File: src/rtl/propose_engine_pkg.sv
// rtl/propose_engine_pkg.sv - mode/state encodings and LFSR constants for propose_engine
package propose_engine_pkg;

  typedef enum logic [1:0] {
    PROPOSE_MODE_BOOL = 2'b00,
    PROPOSE_MODE_DISC = 2'b01,
    PROPOSE_MODE_SEG  = 2'b10,
    PROPOSE_MODE_RSVD = 2'b11
  } propose_mode_e;

  typedef enum logic [2:0] {
    ST_IDLE    = 3'd0,
    ST_LATCH   = 3'd1,
    ST_RAND    = 3'd2,
    ST_COMPUTE = 3'd3,
    ST_DONE    = 3'd4
  } propose_state_e;

  // Galois taps for x^16+x^14+x^13+x^11+1, right-shifting form
  localparam logic [15:0] LFSR_DEFAULT_SEED = 16'hACE1;
  localparam logic [15:0] LFSR_TAP_MASK     = 16'hB400;

endpackage

File: src/rtl/propose_lfsr.sv
// rtl/propose_lfsr.sv - seedable Galois LFSR with zero-seed guard for propose_engine
module propose_lfsr
  import propose_engine_pkg::*;
#(
  parameter int               WIDTH = 16,
  parameter logic [WIDTH-1:0] TAPS  = WIDTH'(LFSR_TAP_MASK),
  parameter logic [WIDTH-1:0] SEED  = WIDTH'(LFSR_DEFAULT_SEED)
) (
  input  logic             in_clock,
  input  logic             in_reset,
  input  logic             in_load,
  input  logic [WIDTH-1:0] in_seed,
  input  logic             in_advance,
  output logic [WIDTH-1:0] out_value
);

  logic [WIDTH-1:0] r_state;
  logic [WIDTH-1:0] w_next;

  assign w_next    = {1'b0, r_state[WIDTH-1:1]} ^ (r_state[0] ? TAPS : '0);
  assign out_value = r_state;

  // An all-zero state would lock the register, so a zero seed falls back to SEED
  always_ff @(posedge in_clock or posedge in_reset) begin
    if (in_reset) begin
      r_state <= SEED;
    end else if (in_load) begin
      r_state <= (in_seed == '0) ? SEED : in_seed;
    end else if (in_advance) begin
      r_state <= w_next;
    end
  end

endmodule

File: src/rtl/propose_engine.sv
// rtl/propose_engine.sv - MCMC single-variable proposer (bool flip / discrete step / segment draw)
// Optional PROPOSE_CLAMP_EN: saturate mode-01 results and clamp them to the segment bounds.
module propose_engine
  import propose_engine_pkg::*;
#(
  parameter int NUM_VARS   = 8,
  parameter int VAR_WIDTH  = 8,
  parameter int IDX_WIDTH  = 3,
  parameter int STEP_BITS  = 2,
  parameter int LFSR_WIDTH = 16
) (
  input  logic                          in_clock,
  input  logic                          in_reset,
  input  logic                          in_start,
  input  logic [1:0]                    in_mode,
  input  logic [IDX_WIDTH-1:0]          in_index,
  input  logic [NUM_VARS*VAR_WIDTH-1:0] in_current_assignment,
  input  logic [VAR_WIDTH-1:0]          in_seg_start,
  input  logic [VAR_WIDTH-1:0]          in_seg_end,
  input  logic [LFSR_WIDTH-1:0]         in_seed,
  input  logic                          in_seed_load,
  output logic                          out_busy,
  output logic                          out_done,
  output logic [IDX_WIDTH-1:0]          out_index,
  output logic [VAR_WIDTH-1:0]          out_variable_assignment,
  output logic                          out_error
);

  propose_state_e               r_state;
  propose_state_e               w_state_next;
  propose_mode_e                r_mode;
  logic [IDX_WIDTH-1:0]         r_index;
  logic signed [VAR_WIDTH-1:0]  r_cur;
  logic signed [VAR_WIDTH-1:0]  r_seg_start;
  logic signed [VAR_WIDTH-1:0]  r_seg_end;
  logic                         r_idx_bad;
  logic                         r_err;
  logic [VAR_WIDTH:0]           r_span;
  logic [IDX_WIDTH-1:0]         r_out_index;
  logic [VAR_WIDTH-1:0]         r_out_value;
  logic                         r_out_error;

  logic [LFSR_WIDTH-1:0]        w_lfsr;
  logic [VAR_WIDTH-1:0]         w_sel_var;
  logic                         w_index_ok;
  logic                         w_seg_ok;
  logic                         w_err;
  logic [VAR_WIDTH:0]           w_span;
  logic signed [VAR_WIDTH:0]    w_cur_ext;
  logic signed [VAR_WIDTH:0]    w_mag;
  logic signed [VAR_WIDTH:0]    w_disc_ext;
  logic signed [VAR_WIDTH-1:0]  w_disc;
  logic [2*VAR_WIDTH+1:0]       w_prod;
  logic [VAR_WIDTH-1:0]         w_seg_val;
  logic [VAR_WIDTH-1:0]         w_result;
  logic                         w_unused;

  propose_lfsr #(
    .WIDTH (LFSR_WIDTH),
    .TAPS  (LFSR_WIDTH'(LFSR_TAP_MASK)),
    .SEED  (LFSR_WIDTH'(LFSR_DEFAULT_SEED))
  ) u_lfsr (
    .in_clock   (in_clock),
    .in_reset   (in_reset),
    .in_load    ((r_state == ST_IDLE) && in_seed_load),
    .in_seed    (in_seed),
    .in_advance (r_state == ST_RAND),
    .out_value  (w_lfsr)
  );

  // Out-of-range indices select 0 so the error result falls out of the normal path
  always_comb begin
    w_sel_var  = '0;
    w_index_ok = 1'b0;
    for (int i = 0; i < NUM_VARS; i++) begin
      if (in_index == IDX_WIDTH'(i)) begin
        w_sel_var  = in_current_assignment[i*VAR_WIDTH +: VAR_WIDTH];
        w_index_ok = 1'b1;
      end
    end
  end

  always_ff @(posedge in_clock or posedge in_reset) begin
    if (in_reset) begin
      r_state <= ST_IDLE;
    end else begin
      r_state <= w_state_next;
    end
  end

  always_comb begin
    w_state_next = r_state;
    case (r_state)
      ST_IDLE:    if (in_start) w_state_next = ST_LATCH;
      ST_LATCH:   w_state_next = ST_RAND;
      ST_RAND:    w_state_next = ST_COMPUTE;
      ST_COMPUTE: w_state_next = ST_DONE;
      ST_DONE:    w_state_next = ST_IDLE;
      default:    w_state_next = ST_IDLE;
    endcase
  end

  always_comb begin
    out_busy = 1'b0;
    out_done = 1'b0;
    if (r_state != ST_IDLE) out_busy = 1'b1;
    if (r_state == ST_DONE) out_done = 1'b1;
  end

  assign w_seg_ok  = !(r_seg_start > r_seg_end);
  assign w_err     = r_idx_bad || (r_mode == PROPOSE_MODE_RSVD) ||
                     ((r_mode == PROPOSE_MODE_SEG) && !w_seg_ok);
  assign w_span    = {r_seg_end[VAR_WIDTH-1], r_seg_end} -
                     {r_seg_start[VAR_WIDTH-1], r_seg_start} + (VAR_WIDTH+1)'(1);

  assign w_cur_ext  = {r_cur[VAR_WIDTH-1], r_cur};
  assign w_mag      = (VAR_WIDTH+1)'(w_lfsr[STEP_BITS-1:0]) + (VAR_WIDTH+1)'(1);
  assign w_disc_ext = w_lfsr[LFSR_WIDTH-1] ? (w_cur_ext - w_mag) : (w_cur_ext + w_mag);

`ifdef PROPOSE_CLAMP_EN
  localparam logic signed [VAR_WIDTH:0] DISC_MAX = {2'b00, {(VAR_WIDTH-1){1'b1}}};
  localparam logic signed [VAR_WIDTH:0] DISC_MIN = {2'b11, {(VAR_WIDTH-1){1'b0}}};
  logic signed [VAR_WIDTH:0] w_sat;

  always_comb begin
    w_sat = w_disc_ext;
    if (w_disc_ext > DISC_MAX) begin
      w_sat = DISC_MAX;
    end else if (w_disc_ext < DISC_MIN) begin
      w_sat = DISC_MIN;
    end
    w_disc = w_sat[VAR_WIDTH-1:0];
    if (w_seg_ok) begin
      if (w_disc < r_seg_start) begin
        w_disc = r_seg_start;
      end else if (w_disc > r_seg_end) begin
        w_disc = r_seg_end;
      end
    end
  end
`else
  assign w_disc = w_disc_ext[VAR_WIDTH-1:0];
`endif

  // Scaling a (VAR_WIDTH+1)-bit draw by span keeps the offset strictly below span
  assign w_prod    = (2*VAR_WIDTH+2)'(w_lfsr[VAR_WIDTH:0]) * (2*VAR_WIDTH+2)'(r_span);
  assign w_seg_val = r_seg_start + VAR_WIDTH'(w_prod >> (VAR_WIDTH+1));

  always_comb begin
    w_result = r_cur;
    if (!r_err) begin
      case (r_mode)
        PROPOSE_MODE_BOOL: w_result = r_cur ^ VAR_WIDTH'(1);
        PROPOSE_MODE_DISC: w_result = w_disc;
        PROPOSE_MODE_SEG:  w_result = w_seg_val;
        default:           w_result = r_cur;
      endcase
    end
  end

  assign w_unused = ^{w_lfsr, w_disc_ext};

  always_ff @(posedge in_clock or posedge in_reset) begin
    if (in_reset) begin
      r_mode      <= PROPOSE_MODE_BOOL;
      r_index     <= '0;
      r_cur       <= '0;
      r_seg_start <= '0;
      r_seg_end   <= '0;
      r_idx_bad   <= 1'b0;
      r_err       <= 1'b0;
      r_span      <= '0;
      r_out_index <= '0;
      r_out_value <= '0;
      r_out_error <= 1'b0;
    end else begin
      if ((r_state == ST_IDLE) && in_start) begin
        r_mode      <= propose_mode_e'(in_mode);
        r_index     <= in_index;
        r_cur       <= w_sel_var;
        r_idx_bad   <= !w_index_ok;
        r_seg_start <= in_seg_start;
        r_seg_end   <= in_seg_end;
      end
      if (r_state == ST_LATCH) begin
        r_err  <= w_err;
        r_span <= w_span;
      end
      if (r_state == ST_COMPUTE) begin
        r_out_index <= r_index;
        r_out_value <= w_result;
        r_out_error <= r_err;
      end
    end
  end

  assign out_index               = r_out_index;
  assign out_variable_assignment = r_out_value;
  assign out_error               = r_out_error;

endmodule
File: config.mk
export PLATFORM = sky130hd
export DESIGN_NAME = propose_engine
export DESIGN_NICKNAME = d
export VERILOG_FILES = /design/src/rtl/propose_engine_pkg.sv /design/src/rtl/propose_lfsr.sv /design/src/rtl/propose_engine.sv
export SDC_FILE = /design/constraint.sdc
export NUM_CORES = 1
export LEC_CHECK = 0
export BUFFER_PORTS_ARGS = -buffer_cell sky130_fd_sc_hd__buf_4
export CORE_MARGIN = 1
export CORE_UTILIZATION = 58
export DETAILED_ROUTE_END_ITERATION = 16
export HOLD_SLACK_MARGIN = 0.03
export PLACE_DENSITY = 0.91
export SLEW_MARGIN = 20
export SYNTH_ARGS = -nofsm -noshare
export SYNTH_HDL_FRONTEND = slang
export SYNTH_SLANG_ARGS = --single-unit
File: constraint.sdc
create_clock -name in_clock -period 6.75 [get_ports in_clock]
set_input_delay 0.3375 -clock in_clock [delete_from_list [all_inputs] [get_ports in_clock]]
set_output_delay 0.3375 -clock in_clock [all_outputs]
set_load 0.005 [all_outputs]
=== Word-level counts from Yosys, hierarchy flattened ===
Cells that the tools add are included.

* Register bits after elaboration: 71
* Output and inout bits: 14

* Add/subtract/negate cells: 6
* Multipliers: 1
* $lt $le $gt $ge: 1
* Eq/ne operators: 15
* Multiplexer cells: 27
* Bitwise operators: 2
* Reductions and logical operators: 12

{| class="wikitable"
|+ Operators by type and width
! operator !! number
|-
| $mux W8 || 10
|-
| $mux W16 || 4
|-
| $pmux W8 S3 || 1
|-
| $mul A9 B9 Y17 || 1
|-
| $logic_not A16 Y1 || 1
|-
| $xor A15 B16 Y16 || 1
|-
| $eq A3 B3 Y1 const B || 5
|-
| $eq A3 B2 Y1 const B || 4
|-
| $pmux W3 S4 || 1
|-
| $mux W1 || 10
|-
| $add A9 B1 Y9 const B || 1
|-
| $sub A8 B8 Y9 || 1
|-
| $add A8 B4 Y8 || 1
|-
| $add A8 B8 Y8 || 1
|-
| $gt A8 B8 Y1 || 1
|-
| $sub A8 B4 Y8 || 1
|-
| $eq A3 B1 Y1 const B || 2
|-
| $logic_not A3 Y1 || 2
|-
| $eq A2 B2 Y1 const B || 2
|-
| $add A2 B1 Y3 const B || 1
|-
| $logic_and A1 B1 Y1 || 3
|-
| $mux W3 || 1
|-
| $reduce_bool A3 Y1 || 1
|-
| $eq A2 B1 Y1 const B || 1
|-
| 6 further kinds || 7
|}

=== Longest topological paths before layout ===
Gate-level depths: netlist of run 1.

* Word-level depth: 10
* Depth in mapped cells: 26
* Mapped depth without buffers: 24

=== By module ===
Synthesis of run 1 repeated with hierarchy kept, for this count alone.

* Cell total of the unflattened synthesis: 746
* Area, all modules: 7071.8 um^2

{| class="wikitable"
|+ Modules (own cells, without submodules)
! module !! times used !! cells an instance !! area each (um^2) !! seq. area each (um^2)
|-
| propose_engine || 1 || 674 || 6231.0 || 1376.3
|-
| propose_lfsr || 1 || 72 || 840.8 || 410.4
|}

=== Least setup slack after synthesis of run 1 ===
OpenSTA, ideal clock, no wires.

* Kind: reg2reg
* From: register u_lfsr.r_state[5] (netlist: u_lfsr.out_value[5])
* To: register r_out_value[7] (netlist: out_variable_assignment[7])
* Arrival time: 5611 ps
* Data required time: 6628 ps
* Slack: 1016 ps
* Cell stages (with the launch flop): 26
* Path buffers: 1
* Clock period less this slack: 5734 ps
* Cells stage by stage: dfstp_2 > clkbuf_1 > nand2_1 > fa_1 > inv_1 > fa_1 > inv_1 > fa_1 > inv_1 > fa_1 > ha_1 > a211oi_1 > o21ai_1 > and3_1 > o21a_1 > nor2_1 > o21bai_1 > xor2_1 > ha_1 > nand3_1 > o2111ai_2 > a21o_1 > a21oi_1 > xnor3_1 > nand2_1 > a21oi_2

* Word-level cells in the longest chain between the ends: 4

{| class="wikitable"
|+ RTL lines
! item !! line !! source
|-
| start, declared || propose_lfsr.sv:17 || <nowiki>logic [WIDTH-1:0] r_state;</nowiki>
|-
| start signal, assigned || propose_lfsr.sv:28 || <nowiki>r_state <= (in_seed == '0) ? SEED : in_seed;</nowiki>
|-
| start signal, assigned || propose_lfsr.sv:30 || <nowiki>r_state <= w_next;</nowiki>
|-
| $mul A9 B9 Y17 || propose_engine.sv:146 || <nowiki>assign w_prod = (2*VAR_WIDTH+2)'(w_lfsr[VAR_WIDTH:0]) * (2*VAR_WIDTH+2)'(r_span);</nowiki>
|-
| $add A8 B8 Y8 || propose_engine.sv:147 || <nowiki>assign w_seg_val = r_seg_start + VAR_WIDTH'(w_prod >> (VAR_WIDTH+1));</nowiki>
|-
| $pmux W8 S3 || propose_engine.sv:152 || <nowiki>case (r_mode)</nowiki>
|-
| $mux W8 || propose_engine.sv:151 || <nowiki>if (!r_err) begin</nowiki>
|-
| end signal, assigned || propose_engine.sv:191 || <nowiki>r_out_value <= w_result;</nowiki>
|-
| end, declared || propose_engine.sv:40 || <nowiki>logic [VAR_WIDTH-1:0] r_out_value;</nowiki>
|}

No other way between the ends.
A chain may end at the register's enable or synchronous reset.

=== Final worst setup path of run 1 ===
Same ends and word-level chain as after synthesis.

==> summary.txt, run 1 <==
Global route
  – Wire length of the first global-routing pass: 27800 um
  – Met1 global-route usage: 0.3654
  – Most used routing layer in global routing: met2
  – GR Overflow Total: 0
  – Met2 demand-to-capacity share in global routing: 0.4890
  – Maximum number of pins on one net before global-route repair: 72
  – Total Routing Usage GR: 0.2873
  – Met3 capacity usage during global routing: 0.04464
  – Number of antenna violations at the first check in global routing: 0
  – Vias in the first global route: 5866

CTS
  – Total CTS buffers: 9
  – CTS tree: done
  – CTS H-tree lvls: 3
  – Total number of clock tree sinks: 71
  – Clock buffer depth: 2
  – # resized after CTS: 0
  – Worst-Skew Late Latency: 0.34 ns
  – Post-cts hold buffer count: 0
  – Clock tree root driver cell: sky130_fd_sc_hd__clkbuf_16
  – Clock-pin slew on the worst setup and hold paths: 0.06 ns
  – Post CTS Setup Buffer Count: 0

Floorplan
  – Count of pins on the block boundary: 119
  – Core outline area: 11560 sq um
  – Chip Width: 111.7 um
  – Die Y-Extent: 111.7 um
  – Starting Density: 0.6032
  – Number of standard-cell rows in the floorplan: 39
  – Die area: 12470 sq um

STA
  – Unrepaired setup endpoints after global routing: false
  – Crit path time final: 5.983 ns
  – Largest clock skew in the final design: 0.006807 ns
  – TNS Setup: 0 ns
  – Max_slew headroom: 0.3715
  – Count of final max-slew check failures: 0
  – Maximum clock frequency: 167.2 MHz
  – Finish-stage setup viols: 0
  – Worst-Margin Slew: 0.9428 ns
  – Final worst path period share: 0.8863
  – Hold violation total from the final report: 0

Worst setup path
  – Worst path most repeated cell: sky130_fd_sc_hd__fa_1
  – Max stage delay on crit path: 0.64 ns
  – Type of the worst setup path: flip-flop to flip-flop
  – Peak fanout along the critical path: 11
  – Data required time at the worst endpoint: 6.97 ns
  – Buffers & Inverters on Critical Path: 3
  – Cells traversed along the worst timing path: nand2_1 > fa_1 > inv_1 > fa_1 > inv_1 > fa_1 > inv_1 > fa_1 > ha_1 > a211oi_1 > o21ai_1 > and3_1 > o21a_1 > nor2_1 > o21bai_1 > xor2_1 > ha_1 > nand3_1 > o2111ai_2 > a21o_1 > a21oi_1 > xnor3_1 > nand2_1 > a21oi_2
  – Crit path launch type: flip-flop
  – Critical Path AT: 6.20 ns
  – Endpoint class of the critical path: flip-flop
  – Master of the slowest instance on the critical path: sky130_fd_sc_hd__dfstp_2
  – Gate family responsible for the most delay along the worst path: adder cells

Outcome
  – Status: complete, but fails checks
  – Violated checks: DRC

Yosys
  – Primary flip-flop cell chosen by synthesis mapping: sky130_fd_sc_hd__dfrtp_1
  – Post-synth top area cell: sky130_fd_sc_hd__dfrtp_1
  – Share of the synthesized area in the top cell type: 0.2260
  – Mapped cell area: 6975 sq um
  – Instance count of the mapped netlist: 755
  – Number of enable-type register cells in the synthesized netlist: 0
  – Count of distinct cell types in the synthesized netlist: 57
  – Mapped Nets: 980
  – Avg Inst Size Synth: 9.239 sq um
  – Cell types with the largest area share after synthesis: sky130_fd_sc_hd__dfrtp_1 (23%), sky130_fd_sc_hd__fa_1 (15%), sky130_fd_sc_hd__ha_1 (12%)
  – Share of synthesized flip-flops with an asynchronous set or reset: 1.000
  – Post-synthesis register bit count: 71
  – Sequential-to-total area share from yosys stat: 0.2561
  – Warnings from Yosys: 0

Route
  – Residual DRC: 4
  – Per-cell via count in the routed design: 5.779
  – Routed wire per std cell: 16.95 um
  – Total number of vias: 5733
  – Number of routed nets with antenna violations: 0
  – 1st-iter DRT viols: 438
  – Routed WL: 16820 um
  – Length of the first detailed-routing pass in iterations: 11

Finish
  – Antenna fix cells: 0
  – Post-route core utilization: 0.7080
  – Final Cell Area: 8188 sq um
  – Fraction of layout cells with a size suffix above 1: 0.1991
  – Top library cells by usage in the layout, fill and taps aside: sky130_fd_sc_hd__buf_4 (119), sky130_fd_sc_hd__nand2_1 (101), sky130_fd_sc_hd__inv_1 (95), sky130_fd_sc_hd__ha_1 (68), sky130_fd_sc_hd__dfrtp_1 (63)
  – Most common cell after layout, fill and taps aside: sky130_fd_sc_hd__buf_4
  – Finished Layout Cells: 992
  – P&R area growth vs syn: 17.38%
  – Post-layout nets: 1069

Worst hold path
  – Worst min-delay path category: input port to flip-flop

Placed design
  – Port-buffer cells: 118
  – Global placer's final weighted congestion: 0.9418
  – Total cell area at the placement stage: 7869 sq um
  – Number of placed cells counting well taps: 976
  – Detailed Place HPWL: 12970 um

Flow run
  – Max-capacitance violation count: 0
cells by family (layout without fill, tap and decap cells):
family | count (synthesis) | count (layout) | synth area share
buf+inv | 139 | 233 | 0.07857
flops | 71 | 71 | 0.2561
fa+ha+maj | 120 | 120 | 0.2712
xor+xnor | 33 | 33 | 0.04341
compound gates | 137 | 137 | 0.1211
mux | 33 | 33 | 0.07749
simple gates | 222 | 222 | 0.1521
registers in the layout, summed over array words and instances, names as in the netlist, 3 cells and up:
| name | flops |
|---|---|
| out_index | 3 |
| out_variable_assignment | 8 |
| r_cur | 8 |
| r_index | 3 |
| r_seg_end | 8 |
| r_seg_start | 8 |
| r_span | 9 |
| r_state | 3 |
| u_lfsr.out_value | 16 |
final timing paths:
kind                                      from  cells after the start                    endpoint  slack, ns
max                        u_lfsr.out_value[5]                     24  out_variable_assignment[7]       0.77
min                            in_seg_start[4]                      3              r_seg_start[4]       0.21
max reg2reg                u_lfsr.out_value[5]                     24  out_variable_assignment[7]       0.77
min reg2reg                u_lfsr.out_value[9]                      2         u_lfsr.out_value[9]       0.48
max in group asynchronous             in_reset                      3                   r_span[2]       5.88
min in group asynchronous             in_reset                      3        u_lfsr.out_value[12]       0.25
layer usage:
| metal | up-vias | routed length [um] | share of wire |
|---|---|---|---|
| li1 | 2682 | - | - |
| met1 | 2762 | 6854 | 0.41 |
| met2 | 249 | 8319 | 0.49 |
| met3 | 40 | 1117 | 0.066 |
| met4 | 0 | 525 | 0.031 |
| met5 | - | 0 | 0 |
layout make-up:
| type | instances | area (sq um) |
|---|---|---|
| Clock buffer | 12 | 266.5 |
| Clock inverter | 4 | 52.55 |
| Fill cell | 833 | 3377 |
| Inverter | 98 | 367.9 |
| Multi-Input combinational cell | 545 | 4642 |
| Sequential cell | 71 | 1787 |
| Tap cell | 143 | 178.9 |
| Timing Repair Buffer | 119 | 893.4 |
Yosys cell counts, drive strengths merged, types with 2 or more instances:
library cell and number:
dfstp 8, o21a 7, o2111ai 2, nand2b 4
clkbuf 24, nand4 4, and2 49, nor4 4
mux2 8, nor2b 9, nor2 30, o22ai 6
xor2 11, mux4 16, buf 17, a22oi 15
and3 2, mux2i 9, xnor2 21, a31oi 5
fa 52, dfrtp 63, nor3 4, nand3 6
nand2 101, a21oi 36, o21ai 48, or3 2
and4 2, a21o 6, ha 68, o21bai 3
inv 97
worst min-delay path, cell delays in order:
cell	delay [ns]
sky130_fd_sc_hd__buf_4	0.08
sky130_fd_sc_hd__nand2_1	0.03
sky130_fd_sc_hd__o21ai_1	0.06
through the flow:
step / hold slack [ns] / worst slack, ns
after detailed placement: 0.4566 / 0.8477
after floorplan: 0.4315 / 1.016
after CTS: 0.2024 / 0.8040
after global routing: 0.2149 / 0.4621
final: 0.2093 / 0.7674
after global placement: 0.4438 / 0.9689
Power of run 1 is not shown: default switching activity piles up to over one toggle a cycle in this logic, so the estimate is an artifact.
==> inputs of run 2 (changes only) <==
--- a/config.mk
+++ b/config.mk
@@ -6,8 +6,10 @@
 export NUM_CORES = 1
 export LEC_CHECK = 0
 export BUFFER_PORTS_ARGS = -buffer_cell sky130_fd_sc_hd__buf_4
+export CELL_PAD_IN_SITES_DETAIL_PLACEMENT = 1
+export CELL_PAD_IN_SITES_GLOBAL_PLACEMENT = 1
 export CORE_MARGIN = 1
-export CORE_UTILIZATION = 58
+export CORE_UTILIZATION = 44
 export DETAILED_ROUTE_END_ITERATION = 16
 export HOLD_SLACK_MARGIN = 0.03
 export PLACE_DENSITY = 0.91
==> run 2 against run 1 <==
The flow now finishes without violations; critical path depth unchanged; routed wire length increased by 19%; die area increased by 31%; hold slack lost 0.0061 ns; global-route usage shrank 2.2 points; maximum frequency is 2.1% lower; design area is 1.3% higher; setup slack got worse by 0.13 ns; highest routed layer unchanged.
==> summary.txt, run 2 (same netlist as run 1, synthesis figures left out) <==
Outcome
  – Status: finished, final reports clean

Route
  – Total number of vias: 5778
  – Routed WL: 20030 um
  – Total met3 wirelength after detailed routing: 874 um
  – Residual DRC: 0
  – WL met2: 10620 um
  – Number of routed nets with antenna violations: 0
  – Top metal layer carrying routed signals: met4
  – Per-cell via count in the routed design: 5.446
  – Routed wire per std cell: 18.88 um
  – Met1 wire length: 8017 um
  – Length of the first detailed-routing pass in iterations: 6
  – 1st-iter DRT viols: 252

Finish
  – Finished Layout Cells: 1061
  – Fraction of layout cells with a size suffix above 1: 0.2000
  – Seq. cell area: 1787 sq um
  – Most common cell after layout, fill and taps aside: sky130_fd_sc_hd__buf_4
  – Top library cells by usage in the layout, fill and taps aside: sky130_fd_sc_hd__buf_4 (120), sky130_fd_sc_hd__nand2_1 (101), sky130_fd_sc_hd__inv_1 (95), sky130_fd_sc_hd__ha_1 (68), sky130_fd_sc_hd__dfrtp_1 (63)
  – Antenna fix cells: 0
  – Area used by multi-input combinational logic: 4642 sq um
  – P&R area growth vs syn: 18.89%
  – Post-layout nets: 1070
  – Layout fillers: 1802
  – Flip-flop count of the largest register, all copies and words added: 16

Worst setup path
  – Max stage delay on crit path: 0.57 ns
  – Data required time at the worst endpoint: 6.97 ns
  – Critical Path AT: 6.33 ns
  – Type of the worst setup path: flip-flop to flip-flop
  – Master of the slowest instance on the critical path: sky130_fd_sc_hd__fa_1
  – Number of cell instances on the worst register-to-register path: 24
  – Gate family responsible for the most delay along the worst path: adder cells
  – Cells traversed along the worst timing path: and2_1 > fa_1 > inv_1 > fa_1 > inv_1 > fa_1 > inv_1 > fa_1 > inv_1 > ha_1 > nand4_1 > a21oi_1 > a21oi_1 > nor2b_1 > nor2_1 > xnor2_1 > ha_1 > nand3_1 > o2111ai_2 > a21o_1 > a21oi_1 > xnor3_1 > nand2_1 > a21oi_2
  – Endpoint class of the critical path: flip-flop
  – Buffers & Inverters on Critical Path: 4
  – Capture point of the worst reg-to-reg path: out_variable_assignment[7]
  – Crit path launch type: flip-flop
  – Peak fanout along the critical path: 11
  – Reg2Reg Setup Slack: 0.64 ns
  – Worst reg2reg startpoint: u_lfsr.out_value[3]

Placed design
  – Global placer's final weighted congestion: 0.8729
  – Port-buffer cells: 118
  – Worst setup timing slack at the placement stage: 0.6987 ns
  – Number of placed cells counting well taps: 1045
  – Detailed Place HPWL: 15970 um

Global route
  – Wire length of the first global-routing pass: 33230 um
  – GR Overflow Total: 0
  – Vias in the first global route: 6539
  – Number of antenna violations at the first check in global routing: 0
  – Maximum number of pins on one net before global-route repair: 72
  – Total Routing Usage GR: 0.2651

Worst hold path
  – Beginning of the worst hold path: in_seg_end[3]
  – Hold depth: 3
  – Worst min-delay path category: input port to flip-flop
  – Endpoint with the worst hold slack: r_seg_end[3]

Floorplan
  – Die area: 16360 sq um
  – Core outline area: 15310 sq um
  – Number of standard-cell rows in the floorplan: 45
  – Chip Width: 127.9 um
  – Starting Density: 0.4555
  – Count of pins on the block boundary: 119
  – Die Y-Extent: 127.9 um

CTS
  – Clock-pin slew on the worst setup and hold paths: 0.06 ns
  – Post CTS Setup Buffer Count: 0
  – Total CTS buffers: 9
  – Post-cts hold buffer count: 0
  – CTS H-tree lvls: 3
  – Clock buffer depth: 2
  – Total number of clock tree sinks: 71
  – Clock tree root driver cell: sky130_fd_sc_hd__clkbuf_16
  – Worst-Skew Late Latency: 0.35 ns
  – # resized after CTS: 0
  – CTS tree: done

STA
  – Final worst path period share: 0.9051
  – TNS Setup: 0 ns
  – Hold violation total from the final report: 0
  – Count of final max-slew check failures: 0
  – Crit path time final: 6.109 ns
  – Finish-stage setup viols: 0
  – Maximum clock frequency: 163.7 MHz
  – Largest clock skew in the final design: 0.007396 ns
  – Max_slew headroom: 0.3806
  – Worst-Margin Slew: 0.9291 ns
  – Unrepaired setup endpoints after global routing: false
  – Worst Setup Slack, final: 0.6406 ns

Flow run
  – Max-capacitance violation count: 0
## run 2: cell types whose count changed in the layout (fill, tap and decap cells not counted)
cell / previous run / this run
sky130_fd_sc_hd__clkinv_4: 2 / 1
sky130_fd_sc_hd__clkinvlp_4: 0 / 2
sky130_fd_sc_hd__clkinv_2: 1 / 0
sky130_fd_sc_hd__buf_4: 119 / 120
sky130_fd_sc_hd__bufinv_16: 1 / 2
sky130_fd_sc_hd__clkbuf_8: 3 / 1
sky130_fd_sc_hd__inv_6: 0 / 1
## run 2: worst max-delay path by stage
stage                        startpoint                    endpoint  slack (ns)  cells past startpoint
floorplan           u_lfsr.out_value[5]  out_variable_assignment[7]        1.02                     25
global placement    u_lfsr.out_value[5]  out_variable_assignment[7]        0.96                     24
detailed placement  u_lfsr.out_value[3]  out_variable_assignment[7]        0.70                     24
CTS                 u_lfsr.out_value[3]  out_variable_assignment[7]        0.63                     24
global route        u_lfsr.out_value[3]  out_variable_assignment[7]        0.24                     24
finish              u_lfsr.out_value[3]  out_variable_assignment[7]        0.64                     24
## run 2: cell type report
| type | count | share of cell area |
|---|---|---|
| sequential | 71 | 0.2154 |
| clock buffer | 10 | 0.02882 |
| inverter | 98 | 0.04436 |
| timing repair buffer | 120 | 0.1086 |
| multi-input combinational | 545 | 0.5597 |
| clock inverter | 6 | 0.01116 |
| tap | 211 | 0.03183 |
## run 2: layer usage
layer,global-route usage,vias to the layer above
li1,-,2681
met1,0.3079,2886
met2,0.4898,169
met3,0.04841,42
met4,0.08789,0
met5,0,-
## run 2: worst reg2reg max path, cell delays in order, from the launching register on
cell and delay (ns):
sky130_fd_sc_hd__dfrtp_1 0.51, sky130_fd_sc_hd__and2_1 0.25, sky130_fd_sc_hd__fa_1 0.54, sky130_fd_sc_hd__inv_1 0.06
sky130_fd_sc_hd__fa_1 0.54, sky130_fd_sc_hd__inv_1 0.06, sky130_fd_sc_hd__fa_1 0.57, sky130_fd_sc_hd__inv_1 0.07
sky130_fd_sc_hd__fa_1 0.55, sky130_fd_sc_hd__inv_1 0.05, sky130_fd_sc_hd__ha_1 0.35, sky130_fd_sc_hd__nand4_1 0.09
sky130_fd_sc_hd__a21oi_1 0.19, sky130_fd_sc_hd__a21oi_1 0.14, sky130_fd_sc_hd__nor2b_1 0.21, sky130_fd_sc_hd__nor2_1 0.08
sky130_fd_sc_hd__xnor2_1 0.12, sky130_fd_sc_hd__ha_1 0.36, sky130_fd_sc_hd__nand3_1 0.13, sky130_fd_sc_hd__o2111ai_2 0.15
sky130_fd_sc_hd__a21o_1 0.20, sky130_fd_sc_hd__a21oi_1 0.17, sky130_fd_sc_hd__xnor3_1 0.43, sky130_fd_sc_hd__nand2_1 0.11
sky130_fd_sc_hd__a21oi_2 0.06
## run 2: metrics by stage
step	utilization	cell area, sq um	hold WS [ns]
floorplan	-	6975	0.4315
finish	0.5415	8293	0.2032
CTS	0.5415	8293	0.1989
detailed placement	0.5199	7961	0.4572
global route	0.5415	8293	0.2136
global placement	0.5199	7961	0.4491
Power of run 2 is left out for the same reason.
==> inputs of run 3 (changes only) <==
--- a/config.mk
+++ b/config.mk
@@ -9,11 +9,12 @@
 export CELL_PAD_IN_SITES_DETAIL_PLACEMENT = 1
 export CELL_PAD_IN_SITES_GLOBAL_PLACEMENT = 1
 export CORE_MARGIN = 1
-export CORE_UTILIZATION = 44
+export CORE_UTILIZATION = 45
 export DETAILED_ROUTE_END_ITERATION = 16
 export HOLD_SLACK_MARGIN = 0.03
-export PLACE_DENSITY = 0.91
+export PLACE_DENSITY = 0.92
 export SLEW_MARGIN = 20
 export SYNTH_ARGS = -nofsm -noshare
 export SYNTH_HDL_FRONTEND = slang
+export SYNTH_HIERARCHICAL = 1
 export SYNTH_SLANG_ARGS = --single-unit
==> run 3 against run 2 <==
Die area down 0.86%; count of clock-buffer cells in the layout stayed put; design area rose by 1.6%; non-clock buffer count did not move; via count rose by 0.87%; critical path depth fell by 1; first-iteration DRC count up 7.1%; area after synthesis rose by 1.4%; sequential share of layout area fell by 0.34 points; sequential cell count unchanged; synthesized cell count down 1.2%; final cell count decreased by 0.19%; critical path type unchanged.
==> summary.txt, run 3 <==
Yosys
  – Share of synthesized flip-flops with an asynchronous set or reset: 1.000
  – Dominant cell by count in the synthesized netlist: sky130_fd_sc_hd__inv_1
  – Share of the synthesized area in the top cell type: 0.2229
  – Avg Inst Size Synth: 9.480 sq um
  – Number of enable-type register cells in the synthesized netlist: 0
  – Count of distinct cell types in the synthesized netlist: 58
  – Post-synth top area cell: sky130_fd_sc_hd__dfrtp_1
  – Cell types with the largest area share after synthesis: sky130_fd_sc_hd__dfrtp_1 (22%), sky130_fd_sc_hd__fa_1 (15%), sky130_fd_sc_hd__ha_1 (12%)
  – Warnings from Yosys: 6
  – Primary flip-flop cell chosen by synthesis mapping: sky130_fd_sc_hd__dfrtp_1
  – Mapped Nets: 971
  – Sequential-to-total area share from yosys stat: 0.2527
  – Mapped cell area: 7072 sq um
  – Post-synthesis register bit count: 71
  – Instance count of the mapped netlist: 746
  – Leading cell types by count after synthesis: sky130_fd_sc_hd__inv_1 (98), sky130_fd_sc_hd__nand2_1 (92), sky130_fd_sc_hd__ha_1 (68)

Finish
  – P&R area growth vs syn: 19.13%
  – Post-layout nets: 1068
  – Top library cells by usage in the layout, fill and taps aside: sky130_fd_sc_hd__buf_4 (120), sky130_fd_sc_hd__inv_1 (97), sky130_fd_sc_hd__nand2_1 (92), sky130_fd_sc_hd__ha_1 (68), sky130_fd_sc_hd__dfrtp_1 (63)
  – Fraction of layout cells with a size suffix above 1: 0.2347
  – Finished Layout Cells: 1059
  – Most common cell after layout, fill and taps aside: sky130_fd_sc_hd__buf_4
  – Flip-flop count of the largest register, all copies and words added: 16
  – Layout fillers: 1738
  – Antenna fix cells: 0

Worst hold path
  – Worst min-delay path category: input port to asynchronous set/reset pin

Placed design
  – Port-buffer cells: 118
  – Number of placed cells counting well taps: 1043
  – Detailed Place HPWL: 16430 um
  – Global placer's final weighted congestion: 0.8903
  – Worst setup timing slack at the placement stage: 0.5770 ns

Worst setup path
  – Gate family responsible for the most delay along the worst path: adder cells
  – Endpoint class of the critical path: flip-flop
  – Buffers & Inverters on Critical Path: 3
  – Worst path most repeated cell: sky130_fd_sc_hd__fa_1
  – Max stage delay on crit path: 0.64 ns
  – Critical Path AT: 6.46 ns
  – Peak fanout along the critical path: 11
  – Crit path launch type: flip-flop
  – Type of the worst setup path: flip-flop to flip-flop
  – Cells traversed along the worst timing path: nand2_1 > fa_1 > inv_1 > fa_1 > inv_1 > fa_1 > inv_1 > fa_1 > ha_1 > a2111oi_2 > o21ai_1 > a41oi_2 > nor2b_2 > o21a_1 > nor2_1 > xnor2_1 > ha_1 > nand3_1 > o22ai_1 > nor2_1 > mux2_2 > a221oi_1 > o31ai_1
  – Data required time at the worst endpoint: 6.95 ns
  – Master of the slowest instance on the critical path: sky130_fd_sc_hd__dfstp_2

Global route
  – Number of antenna violations at the first check in global routing: 0
  – Vias in the first global route: 6715
  – Total Routing Usage GR: 0.2781
  – Maximum number of pins on one net before global-route repair: 56
  – GR Overflow Total: 0
  – Wire length of the first global-routing pass: 34160 um

STA
  – Crit path time final: 6.268 ns
  – Hold violation total from the final report: 0
  – Count of final max-slew check failures: 0
  – Worst Setup Slack, final: 0.4823 ns
  – Largest clock skew in the final design: 0.008574 ns
  – Unrepaired setup endpoints after global routing: false
  – Final worst path period share: 0.9285
  – Maximum clock frequency: 159.5 MHz
  – Finish-stage setup viols: 0
  – TNS Setup: 0 ns
  – Max_slew headroom: 0.3955
  – Worst-Margin Slew: 0.9067 ns

Route
  – Residual DRC: 0
  – Routed wire per std cell: 19.58 um
  – Length of the first detailed-routing pass in iterations: 4
  – Per-cell via count in the routed design: 5.503
  – 1st-iter DRT viols: 270
  – Number of routed nets with antenna violations: 0
  – Routed WL: 20740 um
  – Total number of vias: 5828

Floorplan
  – Count of pins on the block boundary: 119
  – Die area: 16220 sq um
  – Starting Density: 0.4635
  – Chip Width: 127.4 um
  – Die Y-Extent: 127.4 um
  – Number of standard-cell rows in the floorplan: 45
  – Core outline area: 15260 sq um

CTS
  – Worst-Skew Late Latency: 0.35 ns
  – Total number of clock tree sinks: 71
  – Total CTS buffers: 9
  – Clock tree root driver cell: sky130_fd_sc_hd__clkbuf_16
  – Post-cts hold buffer count: 0
  – # resized after CTS: 0
  – Post CTS Setup Buffer Count: 0
  – CTS H-tree lvls: 3
  – Clock buffer depth: 2
  – CTS tree: done
  – Clock-pin slew on the worst setup and hold paths: 0.07 ns

Outcome
  – Status: finished, final reports clean

Flow run
  – Max-capacitance violation count: 0
==> run 3: final timing paths <==
path,start,endpoint,slack (ns),depth (start not counted)
min reg2reg,r_index[0],out_index[0],0.48,2
min,in_reset,u_lfsr/out_value[3],0.10,2
max reg2reg,u_lfsr/out_value[5],out_variable_assignment[5],0.48,23
max,u_lfsr/out_value[5],out_variable_assignment[5],0.48,23
max in group asynchronous,in_reset,r_span[4],6.04,3
min in group in_clock,in_seed[8],u_lfsr/out_value[8],0.20,3
==> run 3: worst reg2reg max path, stage by stage, from the launching register on <==
cell                        delay (ns)
sky130_fd_sc_hd__dfstp_2          0.64
sky130_fd_sc_hd__nand2_1          0.11
sky130_fd_sc_hd__fa_1             0.54
sky130_fd_sc_hd__inv_1            0.05
sky130_fd_sc_hd__fa_1             0.51
sky130_fd_sc_hd__inv_1            0.05
sky130_fd_sc_hd__fa_1             0.48
sky130_fd_sc_hd__inv_1            0.06
sky130_fd_sc_hd__fa_1             0.48
sky130_fd_sc_hd__ha_1             0.34
sky130_fd_sc_hd__a2111oi_2        0.36
sky130_fd_sc_hd__o21ai_1          0.18
sky130_fd_sc_hd__a41oi_2          0.32
sky130_fd_sc_hd__nor2b_2          0.10
sky130_fd_sc_hd__o21a_1           0.18
sky130_fd_sc_hd__nor2_1           0.15
sky130_fd_sc_hd__xnor2_1          0.09
sky130_fd_sc_hd__ha_1             0.34
sky130_fd_sc_hd__nand3_1          0.09
sky130_fd_sc_hd__o22ai_1          0.25
sky130_fd_sc_hd__nor2_1           0.07
sky130_fd_sc_hd__mux2_2           0.27
sky130_fd_sc_hd__a221oi_1         0.33
sky130_fd_sc_hd__o31ai_1          0.13
==> run 3: area by class of cell <==
cell class,count,area [sq um],share of cell area
multi-input cells,543,4782,0.5677
clock inverters,6,93.84,0.01114
clock buffers,10,229.0,0.02718
well taps,211,264.0,0.03134
inverters,98,367.9,0.04367
repair buffers,120,900.9,0.1069
flip-flops and latches,71,1787,0.2121
==> run 3: layer usage <==
layer | up-vias | global-route usage | routed length [um]
met5 | - | 0 | 0
met4 | 0 | 0.1310 | 775
met3 | 49 | 0.04816 | 1102
met2 | 210 | 0.5053 | 11000
met1 | 2891 | 0.3169 | 7860
li1 | 2678 | - | -
==> run 3: logic make-up after synthesis <==
logic type                 after synthesis  synth area share
and+or+nand+nor                        207            0.1435
AOI/OAI and AO/OA                      138            0.1285
buffers and inverters                  132           0.07130
adders and majority gates              120            0.2675
DFF                                     71            0.2527
muxes                                   46           0.09590
xor gates and xnor gates                32           0.04069
==> run 3: through the flow <==
| step | utilization | area (sq um) | hold WS (ns) |
|---|---|---|---|
| floorplan | - | 7072 | 0.2455 |
| global placement | 0.5310 | 8102 | 0.4545 |
| detailed placement | 0.5310 | 8102 | 0.4730 |
| CTS | 0.5521 | 8424 | 0.1105 |
| global route | 0.5521 | 8424 | 0.1542 |
| finish | 0.5521 | 8424 | 0.1044 |
Power of run 3 is left out for the same reason.
